$ cat config.mk
export PLATFORM = sky130hd
export DESIGN_NAME = irq_ctrl_flat
export DESIGN_NICKNAME = d
export VERILOG_FILES = /design/src/rtl/irq_ctrl_pkg.sv /design/src/rtl/irq_ctrl_if.sv /design/src/rtl/irq_edge_det.sv /design/src/rtl/irq_ctrl.sv /design/src/flat_wrapper.sv
export SDC_FILE = /design/constraint.sdc
export NUM_CORES = 1
export LEC_CHECK = 0
export CAP_MARGIN = 20
export CORE_MARGIN = 2
export CORE_UTILIZATION = 45
export DETAILED_ROUTE_END_ITERATION = 12
export PLACE_DENSITY = 0.81
export SYNTH_ARGS = -nofsm -noshare
export SYNTH_HDL_FRONTEND = slang
export SYNTH_SLANG_ARGS = --single-unit
$ cat constraint.sdc
create_clock -name clk -period 2.5 [get_ports clk]
set_clock_uncertainty 0.1 [all_clocks]
set_input_delay 0.5 -clock clk [delete_from_list [all_inputs] [get_ports clk]]
set_output_delay 0.5 -clock clk [all_outputs]
set_load 0.05 [all_outputs]
$ cat src/rtl/irq_ctrl_pkg.sv
// Shared FSM states, register offsets, CAUSE codes and CTRL bit positions for irq_ctrl.
// IRQ_CTRL_EXT_IRQ_EN selects whether the external source exists (SRC_MASK).
package irq_ctrl_pkg;

    localparam logic [1:0] ST_IDLE   = 2'd0;
    localparam logic [1:0] ST_REQ    = 2'd1;
    localparam logic [1:0] ST_ACTIVE = 2'd2;

    localparam logic [3:0] OFF_CTRL = 4'h0;
    localparam logic [3:0] OFF_IP   = 4'h4;
    localparam logic [3:0] OFF_VEC  = 4'h8;
    localparam logic [3:0] OFF_EPC  = 4'hC;

    localparam logic CAUSE_TIMER = 1'b0;
    localparam logic CAUSE_EXT   = 1'b1;

    localparam int CTRL_GIE   = 31;
    localparam int CTRL_PGIE  = 30;
    localparam int CTRL_CAUSE = 8;

`ifdef IRQ_CTRL_EXT_IRQ_EN
    localparam logic [1:0] SRC_MASK = 2'b11;
`else
    localparam logic [1:0] SRC_MASK = 2'b01;
`endif

    function automatic logic [31:0] ctrl_word(input logic gie, input logic pgie,
                                              input logic cause, input logic [1:0] ie);
        logic [31:0] w;
        w             = 32'd0;
        w[CTRL_GIE]   = gie;
        w[CTRL_PGIE]  = pgie;
        w[CTRL_CAUSE] = cause;
        w[1:0]        = ie;
        return w;
    endfunction

endpackage

$ cat src/rtl/irq_ctrl_if.sv
// Fetch/CPU-facing signal bundle of irq_ctrl; slave = controller side, master = CPU side.
// No backpressure: irq_req is held until irq_ack, register strobes are always accepted.
interface irq_ctrl_if;
    logic        timer_interrupt;
    logic        ext_irq;
    logic        irq_req;
    logic        irq_ack;
    logic [31:0] current_pc;
    logic [31:0] irq_vector;
    logic        mret;
    logic [31:0] epc_out;
    logic        irq_active;
    logic        reg_we;
    logic        reg_re;
    logic [3:0]  reg_addr;
    logic [31:0] reg_wdata;
    logic [31:0] reg_rdata;

    modport slave (
        input  timer_interrupt, ext_irq, irq_ack, current_pc, mret,
               reg_we, reg_re, reg_addr, reg_wdata,
        output irq_req, irq_vector, epc_out, irq_active, reg_rdata
    );

    modport master (
        output timer_interrupt, ext_irq, irq_ack, current_pc, mret,
               reg_we, reg_re, reg_addr, reg_wdata,
        input  irq_req, irq_vector, epc_out, irq_active, reg_rdata
    );
endinterface

$ cat src/rtl/irq_edge_det.sv
// Rising-edge detector with optional 2-flop synchronizer (SYNC=1 adds 2 cycles of latency).
// No backpressure: o_rise is a single-cycle pulse.
module irq_edge_det #(
    parameter bit SYNC = 1'b1
) (
    input  logic clk,
    input  logic rst_n,
    input  logic i_sig,
    output logic o_rise
);

    logic w_sig;
    logic r_prev;

    generate
        if (SYNC) begin : g_sync
            logic [1:0] r_sync;
            always_ff @(posedge clk or negedge rst_n) begin
                if (!rst_n) r_sync <= 2'b00;
                else        r_sync <= {r_sync[0], i_sig};
            end
            assign w_sig = r_sync[1];
        end else begin : g_direct
            assign w_sig = i_sig;
        end
    endgenerate

    always_ff @(posedge clk or negedge rst_n) begin
        if (!rst_n) r_prev <= 1'b0;
        else        r_prev <= w_sig;
    end

    assign o_rise = w_sig & ~r_prev;

endmodule

$ cat src/rtl/irq_ctrl.sv
// Single-level interrupt controller: IP/IE/GIE gating, IDLE->REQ->ACTIVE handshake with fetch, EPC save.
// Edge to irq_req is 2 cycles (timer) / 4 cycles (external, IRQ_CTRL_EXT_IRQ_EN); irq_req holds until irq_ack.
module irq_ctrl
    import irq_ctrl_pkg::*;
(
    input  logic       clk,
    input  logic       rst_n,
    irq_ctrl_if.slave  irq_bus
);

    logic [1:0]  r_state;
    logic        r_req;
    logic        r_cause;
    logic        r_gie;
    logic        r_pgie;
    logic [1:0]  r_ie;
    logic [1:0]  r_ip;
    logic [29:0] r_vec;
    logic [31:0] r_epc;
    logic [31:0] r_rdata;

    logic        w_tmr_rise;
    logic        w_ext_rise;
    logic [1:0]  w_pend;
    logic        w_ctrl_wr;
    logic        w_ip_wr;
    logic        w_vec_wr;
    logic        w_ack_take;
    logic        w_mret_take;
    logic [1:0]  w_ack_clr;
    logic [1:0]  w_w1c;
    logic [1:0]  w_ip_nxt;
    logic [31:0] w_rdata_mux;

    irq_edge_det #(.SYNC(1'b0)) u_tmr_edge (
        .clk    (clk),
        .rst_n  (rst_n),
        .i_sig  (irq_bus.timer_interrupt),
        .o_rise (w_tmr_rise)
    );

`ifdef IRQ_CTRL_EXT_IRQ_EN
    irq_edge_det #(.SYNC(1'b1)) u_ext_edge (
        .clk    (clk),
        .rst_n  (rst_n),
        .i_sig  (irq_bus.ext_irq),
        .o_rise (w_ext_rise)
    );
`else
    logic w_unused_ext;
    assign w_unused_ext = irq_bus.ext_irq;
    assign w_ext_rise   = 1'b0;
`endif

    assign w_pend      = r_ip & r_ie;
    assign w_ctrl_wr   = irq_bus.reg_we && (irq_bus.reg_addr == OFF_CTRL);
    assign w_ip_wr     = irq_bus.reg_we && (irq_bus.reg_addr == OFF_IP);
    assign w_vec_wr    = irq_bus.reg_we && (irq_bus.reg_addr == OFF_VEC);
    assign w_ack_take  = (r_state == ST_REQ) && irq_bus.irq_ack;
    assign w_mret_take = (r_state == ST_ACTIVE) && irq_bus.mret;
    assign w_ack_clr   = w_ack_take ? (2'b01 << r_cause) : 2'b00;
    assign w_w1c       = w_ip_wr ? irq_bus.reg_wdata[1:0] : 2'b00;
    // New edges are OR-ed in last so they survive both the W1C and the ack clear.
    assign w_ip_nxt    = ((r_ip & ~(w_ack_clr | w_w1c)) | {w_ext_rise, w_tmr_rise}) & SRC_MASK;

    always_ff @(posedge clk or negedge rst_n) begin
        if (!rst_n) begin
            r_state <= ST_IDLE;
            r_req   <= 1'b0;
            r_cause <= CAUSE_TIMER;
            r_epc   <= 32'd0;
            r_pgie  <= 1'b0;
        end else begin
            case (r_state)
                ST_IDLE: begin
                    if (r_gie && (|w_pend)) begin
                        r_state <= ST_REQ;
                        r_req   <= 1'b1;
                        r_cause <= w_pend[0] ? CAUSE_TIMER : CAUSE_EXT;
                    end
                end
                ST_REQ: begin
                    if (w_ack_take) begin
                        r_state <= ST_ACTIVE;
                        r_req   <= 1'b0;
                        r_epc   <= irq_bus.current_pc;
                        r_pgie  <= r_gie;
                    end
                end
                ST_ACTIVE: begin
                    if (w_mret_take) r_state <= ST_IDLE;
                end
                default: begin
                    r_state <= ST_IDLE;
                    r_req   <= 1'b0;
                end
            endcase
        end
    end

    // Hardware GIE updates take priority over a CPU write in the same cycle.
    always_ff @(posedge clk or negedge rst_n) begin
        if (!rst_n) begin
            r_gie   <= 1'b0;
            r_ie    <= 2'b00;
            r_ip    <= 2'b00;
            r_vec   <= 30'd0;
            r_rdata <= 32'd0;
        end else begin
            if (w_ack_take)       r_gie <= 1'b0;
            else if (w_mret_take) r_gie <= r_pgie;
            else if (w_ctrl_wr)   r_gie <= irq_bus.reg_wdata[CTRL_GIE];
            if (w_ctrl_wr) r_ie  <= irq_bus.reg_wdata[1:0] & SRC_MASK;
            if (w_vec_wr)  r_vec <= irq_bus.reg_wdata[31:2];
            r_ip <= w_ip_nxt;
            if (irq_bus.reg_re) r_rdata <= w_rdata_mux;
        end
    end

    always_comb begin
        w_rdata_mux = 32'd0;
        case (irq_bus.reg_addr)
            OFF_CTRL: w_rdata_mux = ctrl_word(r_gie, r_pgie, r_cause, r_ie);
            OFF_IP:   w_rdata_mux = {30'd0, r_ip};
            OFF_VEC:  w_rdata_mux = {r_vec, 2'b00};
            OFF_EPC:  w_rdata_mux = r_epc;
            default:  w_rdata_mux = 32'd0;
        endcase
    end

    assign irq_bus.irq_req    = r_req;
    assign irq_bus.irq_vector = {r_vec, 2'b00} + {29'd0, r_cause, 2'b00};
    assign irq_bus.epc_out    = r_epc;
    assign irq_bus.irq_active = (r_state == ST_ACTIVE);
    assign irq_bus.reg_rdata  = r_rdata;

endmodule

$ cat src/flat_wrapper.sv
// flat-port wrapper written by rule: the top's interface ports become plain ports
module irq_ctrl_flat import irq_ctrl_pkg::*;
  (clk, rst_n, irq_bus_timer_interrupt, irq_bus_ext_irq, irq_bus_irq_ack, irq_bus_current_pc, irq_bus_mret, irq_bus_reg_we, irq_bus_reg_re, irq_bus_reg_addr, irq_bus_reg_wdata, irq_bus_irq_req, irq_bus_irq_vector, irq_bus_epc_out, irq_bus_irq_active, irq_bus_reg_rdata);
  irq_ctrl_if irq_bus_i ();
  input  logic clk;
  input  logic rst_n;
  input wire logic [$bits(irq_bus_i.timer_interrupt)-1:0] irq_bus_timer_interrupt;
  input wire logic [$bits(irq_bus_i.ext_irq)-1:0] irq_bus_ext_irq;
  input wire logic [$bits(irq_bus_i.irq_ack)-1:0] irq_bus_irq_ack;
  input wire logic [$bits(irq_bus_i.current_pc)-1:0] irq_bus_current_pc;
  input wire logic [$bits(irq_bus_i.mret)-1:0] irq_bus_mret;
  input wire logic [$bits(irq_bus_i.reg_we)-1:0] irq_bus_reg_we;
  input wire logic [$bits(irq_bus_i.reg_re)-1:0] irq_bus_reg_re;
  input wire logic [$bits(irq_bus_i.reg_addr)-1:0] irq_bus_reg_addr;
  input wire logic [$bits(irq_bus_i.reg_wdata)-1:0] irq_bus_reg_wdata;
  output wire logic [$bits(irq_bus_i.irq_req)-1:0] irq_bus_irq_req;
  output wire logic [$bits(irq_bus_i.irq_vector)-1:0] irq_bus_irq_vector;
  output wire logic [$bits(irq_bus_i.epc_out)-1:0] irq_bus_epc_out;
  output wire logic [$bits(irq_bus_i.irq_active)-1:0] irq_bus_irq_active;
  output wire logic [$bits(irq_bus_i.reg_rdata)-1:0] irq_bus_reg_rdata;
  assign irq_bus_i.timer_interrupt = irq_bus_timer_interrupt;
  assign irq_bus_i.ext_irq = irq_bus_ext_irq;
  assign irq_bus_i.irq_ack = irq_bus_irq_ack;
  assign irq_bus_i.current_pc = irq_bus_current_pc;
  assign irq_bus_i.mret = irq_bus_mret;
  assign irq_bus_i.reg_we = irq_bus_reg_we;
  assign irq_bus_i.reg_re = irq_bus_reg_re;
  assign irq_bus_i.reg_addr = irq_bus_reg_addr;
  assign irq_bus_i.reg_wdata = irq_bus_reg_wdata;
  assign irq_bus_irq_req = irq_bus_i.irq_req;
  assign irq_bus_irq_vector = irq_bus_i.irq_vector;
  assign irq_bus_epc_out = irq_bus_i.epc_out;
  assign irq_bus_irq_active = irq_bus_i.irq_active;
  assign irq_bus_reg_rdata = irq_bus_i.reg_rdata;
  irq_ctrl u_core (.clk(clk), .rst_n(rst_n), .irq_bus(irq_bus_i));
endmodule
# Word-level counts from Yosys, hierarchy flattened
# Index checks and enable logic that the tools add are counted.
# op_classes
n_shift,1
n_addsub,1
n_eq_ne,8
n_reduce_logical,14
n_bitwise,8
muxes,14
# ops
op,n
$pmux 32 s4,1
$add 32x3->32,1
$eq 4x4->1 const B,2
$mux 1,8
$logic_and 1x1->1,6
$mux 2,3
$ne 2x1->1 const B,3
$pmux 2 s3,1
$reduce_and 3->1,2
$eq 4x3->1 const B,1
$logic_not 4->1,1
$reduce_and 2->1,2
$and 1x1->1,3
$not 1->1,3
$pmux 1 s3,1
$reduce_bool 3->1,1
$eq 2x1->1 const B,1
$eq 2x2->1 const B,1
$logic_not 2->1,1
$or 1x1->1,2
$reduce_or 2->1,1
$shl 1x1->1 const A,1
# word_totals
output_inout_bits,98
elab_cells,57
regBits,103
input_bits,76

# Depth between registers and ports, before layout
# logic_depth
ltp_word,7
mapped_depth,6
mapped_depth_nobuf,6

# By module
# From an unflattened synthesis, not the netlist that was laid out.
# unflattened
hier_cells,407
area_unflattened_um2,4785.8
# by_module_without_submodules
mod,cells_per_inst,area_per_inst_um2,seq_area_each_um2,n_inst
irq_ctrl,405,4747.1,2552.4,1
irq_edge_det,2,38.8,25.0,1

# Worst setup path before layout
# No wires, ideal clock.
# synth_path
path_type,register to output
from,register u_core.r_cause
to,output irq_bus_irq_vector[24]
setup_slack_ns,-0.458
t_required_ns,1.900
path_buffers,0
stages_incl_launch_ff,7
t_arrival_ns,2.358
cell_sequence,dfrtp_1 ha_1 ha_1 and4_1 nand4_1 nor4_1 xor2_1
# synth_between
elab_chain_len,1
# synth_lines
element,line,text
from (decl),irq_ctrl.sv:13,logic r_cause;
from (signal assigned),irq_ctrl.sv:79,r_cause <= w_pend[0] ? CAUSE_TIMER : CAUSE_EXT;
$add 32x3->32,irq_ctrl.sv:132,"assign irq_bus.irq_vector = {r_vec, 2'b00} + {29'd0, r_cause, 2'b00};"
to (decl),flat_wrapper.sv:17,output wire logic [$bits(irq_bus_i.irq_vector)-1:0] irq_bus_irq_vector;
# Every way passes these cells.

# Final worst setup path
# layout_path
from,register u_core.r_vec[0]
to,output irq_bus_irq_vector[29]
# layout_between
elab_chain_len,1
# layout_lines
element,line,text
from (decl),irq_ctrl.sv:18,logic [29:0] r_vec;
from (signal assigned),irq_ctrl.sv:114,if (w_vec_wr) r_vec <= irq_bus.reg_wdata[31:2];
$add 32x3->32,irq_ctrl.sv:132,
# Every way passes these cells.

==> run_results.csv <==
group,metric,value,unit
layout,final_nets,688,
power,p_sw_frac,0.432,
placed_design,dp_slack,-58.9,ps
routing,routed_via_density,5.40,
global_route,gr-total-overflow,0,
floorplanning,initial_core_util,0.467,
power,p_comb_frac,0.511,
outcome,outcome,"complete, but fails checks",
outcome,violations,"negative setup slack",
layout,fillers,658,
critical_path,path_buf_inv,2,
critical_path,path_cells,"ha_4, nand3_1, or3b_1, buf_8, nor4b_4, xor2_4, buf_12",
floorplanning,die_w,108,um
layout,areaGrowthSynthToFinish,61.1,%
yosys,synthFlopType,"dfrtp_1",
floorplanning,dieArea,11600,um2
timing,fmax,0.346,GHz
layout,stdcell_count,751,
timing,finalCriticalPeriod,2890,ps
placed_design,gp_congestion,0.858,
yosys,ys_seq_area_frac,0.532,
clocking,cts.reportedPaths.clkPinSlew,110,ps
timing,fin_tns_setup,-6210,ps
critical_path,worst-setup-path-type,"reg2out",
timing,slew_headroom,0.634,
power,p_leak,0.00335,uW
yosys,ys_async_sr_fraction,1.00,
hold_path,hold_class,"reg2reg",
power,ir_drop,0.595,mV
critical_path,crit_family,"simple AND/OR/NAND/NOR gates",
clocking,clock_latency,360,ps
clocking,cts_tree,"yes",
layout,multi_input_area,2380,um2
routing,drc,0,
critical_path,worst-path-max-fanout,9,
layout,drive_above_1_share,0.328,
critical_path,max_stage_delay,410,ps
yosys,synth_edf_count,0,
critical_path,cp-end-kind,"output pin",
layout,final_cell_mix,"clkdlybuf4s50_1, dfrtp_1, mux2_2",
routing,num_vias,4056,
global_route,track_usage,0.257,
yosys,yosysWarningCount,0,
global_route,antenna_found_initial,0,
critical_path,start_kind,"flip-flop",
timing,fin_ws,-394,ps
layout,diodes,0,
power,powerDensity,952,nW/um2
clocking,cts_sinks,103,
clocking,cts_buffers,9,
placed_design,placed_cells,729,
routing,wl_per_cell,18.8,um
power,p_clk_frac,0.150,
critical_path,cp_slowest_cell,"dfrtp_1",
floorplanning,io_pins,174,
power,pwr-share-seq,0.339,
floorplanning,die_h,108,um
timing,tightest_slew,547,ps
clocking,cts-root-buf,"clkbuf_8",
layout,seqCellArea,2580,um2
floorplanning,rows,37,
power,switchingPower,3210,uW
floorplanning,fp.coreArea,10400,um2
timing,slew_violations,0,
routing,first_pass_iters,5,
critical_path,required,1900,ps
yosys,netlist_instances,408,
yosys,syn_avg_cell_area,11.9,um2
global_route,grt_pass1_vias,4336,
routing,final_antenna_net_count,0,
timing,setup_viol,22,
timing,finalHoldViolCount,0,
global_route,grt_start_max_net_pins,48,
timing,grt_setup_unrepaired,"true",
yosys,netlist_area,4840,um2
power,p_int,4220,uW
yosys,ys_types,41,
timing,finalCritPeriodShare,1.16,
layout,final_common_cell,"clkdlybuf4s50_1",
clocking,htree_levels,3,
routing,totalWireLength,14200,um
placed_design,dp.final_hpwl,10300,um
critical_path,worstPathArrival,2290,ps
global_route,grt_pass1_wl,22900,um
clocking,clockBufferDepth,2,
flow_run,cap_viol_max_count,0,
placed_design,io_buffers,169,
routing,drtIter0Drc,153,
yosys,synth-seq-cells,103,
-- cells in the mapped netlist, types with 2 or more instances --
library cell,number,area [um2]
a22oi_1,30,225
and3_1,2,12.5
and4_1,4,35.0
buf_2,8,40.0
buf_4,2,15.0
clkbuf_1,13,48.8
dfrtp_1,103,2580
ha_1,2,25.0
inv_1,38,143
mux2_1,4,45.0
mux2_2,64,721
mux2i_1,2,20.0
nand2_1,14,52.6
nand3_1,12,60.1
nand4_1,3,18.8
nor2_1,12,45.0
nor3_1,7,35.0
nor4_2,3,37.5
nor4_4,2,42.5
nor4b_4,2,47.6
o21ai_0,5,25.0
o22ai_1,31,194
xnor2_1,11,96.3
xor2_1,17,149
-- cell type report --
type	count	area share
clock buffer	10	0.0176
clock inverter	6	0.00978
inverter	38	0.0183
multi-input combinational	243	0.305
sequential	103	0.330
tap	136	0.0218
timing repair buffer	215	0.297
-- path summary, 6_finish.rpt --
path                                                          from                                       end  slack (ps)  cells after the start
worst max-delay path                   u_core.r_vec[0]$_DFFE_PN0P_                    irq_bus_irq_vector[29]        -390                      7
worst min-delay path            u_core.u_tmr_edge.r_prev$_DFF_PN0_                  u_core.r_ip[0]$_DFF_PN0_         340                      1
worst max register to register       u_core.r_state[1]$_DFFE_PN0P_     u_core.irq_bus.epc_out[7]$_DFFE_PN0P_         970                      3
worst min register to register  u_core.u_tmr_edge.r_prev$_DFF_PN0_                  u_core.r_ip[0]$_DFF_PN0_         340                      1
max in group asynchronous                                    rst_n   u_core.irq_bus.reg_rdata[4]$_DFFE_PN0P_        1070                      3
min in group asynchronous                                    rst_n  u_core.irq_bus.reg_rdata[24]$_DFFE_PN0P_         530                      2
-- per-layer routing --
metal  track usage  vias to the layer above  part of all wire  routed length, um
met5             0                        -                 0                  0
met3        0.0811                       18             0.082               1160
met4        0.0595                        0             0.011                150
li1              -                     1841                 -                  -
met2         0.429                      162              0.51               7260
met1         0.328                     2035              0.39               5580
-- per-stage QoR --
step / instance area (um2) / util / hold slack [ps] / total power (uW)
2_1_floorplan: 5090 / - / 104 / 4730
3_3_place_gp: 7400 / 0.713 / 317 / 6210
3_5_place_dp: 7400 / 0.713 / 332 / 6300
4_1_cts: 7790 / 0.751 / 348 / 7460
5_1_grt: 7800 / 0.753 / 391 / 7770
6_report: 7800 / 0.753 / 341 / 7430
-- flip-flops by register name (all words and copies together), names as in the netlist --
register                  flops
u_core.irq_bus.epc_out       32
u_core.irq_bus.irq_req        1
u_core.irq_bus.reg_rdata     32
u_core.r_cause                1
u_core.r_gie                  1
u_core.r_ie                   1
u_core.r_ip                   1
u_core.r_pgie                 1
u_core.r_state                2
u_core.r_vec                 30
u_core.u_tmr_edge.r_prev      1
-- logic make-up (layout without fill, tap and decap cells) --
group                    after synthesis  count (layout)  synth area share
AND/OR/NAND/NOR                       71              71            0.0979
other                                  1               2          0.000774
buffers and inverters                 63             269            0.0540
adder cells (fa/ha/maj)                2               2           0.00516
AO/OA/AOI/OAI                         70              70            0.0974
flip-flops                           103             103             0.532
multiplexers                          70              70             0.162
XOR/XNOR                              28              28            0.0506
-- power by group through the flow --
| stage | logic (uW) | clock network [uW] | registers (uW) |
|---|---|---|---|
| floorplan | 1250 | 0 | 3480 |
| global route | 3970 | 1220 | 2580 |
| CTS | 3810 | 1130 | 2510 |
| detailed placement | 3760 | 0 | 2540 |
| global placement | 3700 | 0 | 2510 |
| finish | 3800 | 1110 | 2520 |
-- repair_timing --
action,CTS,global route
setup buffers,6,1
hold buffers,1,0
pin swaps,17,9
hold endpoints to repair,32,0
resized for setup,27,2
cloned,0,0
endpoints found under the setup margin,23,26
No activity file was read; power rests on OpenSTA's default activity.
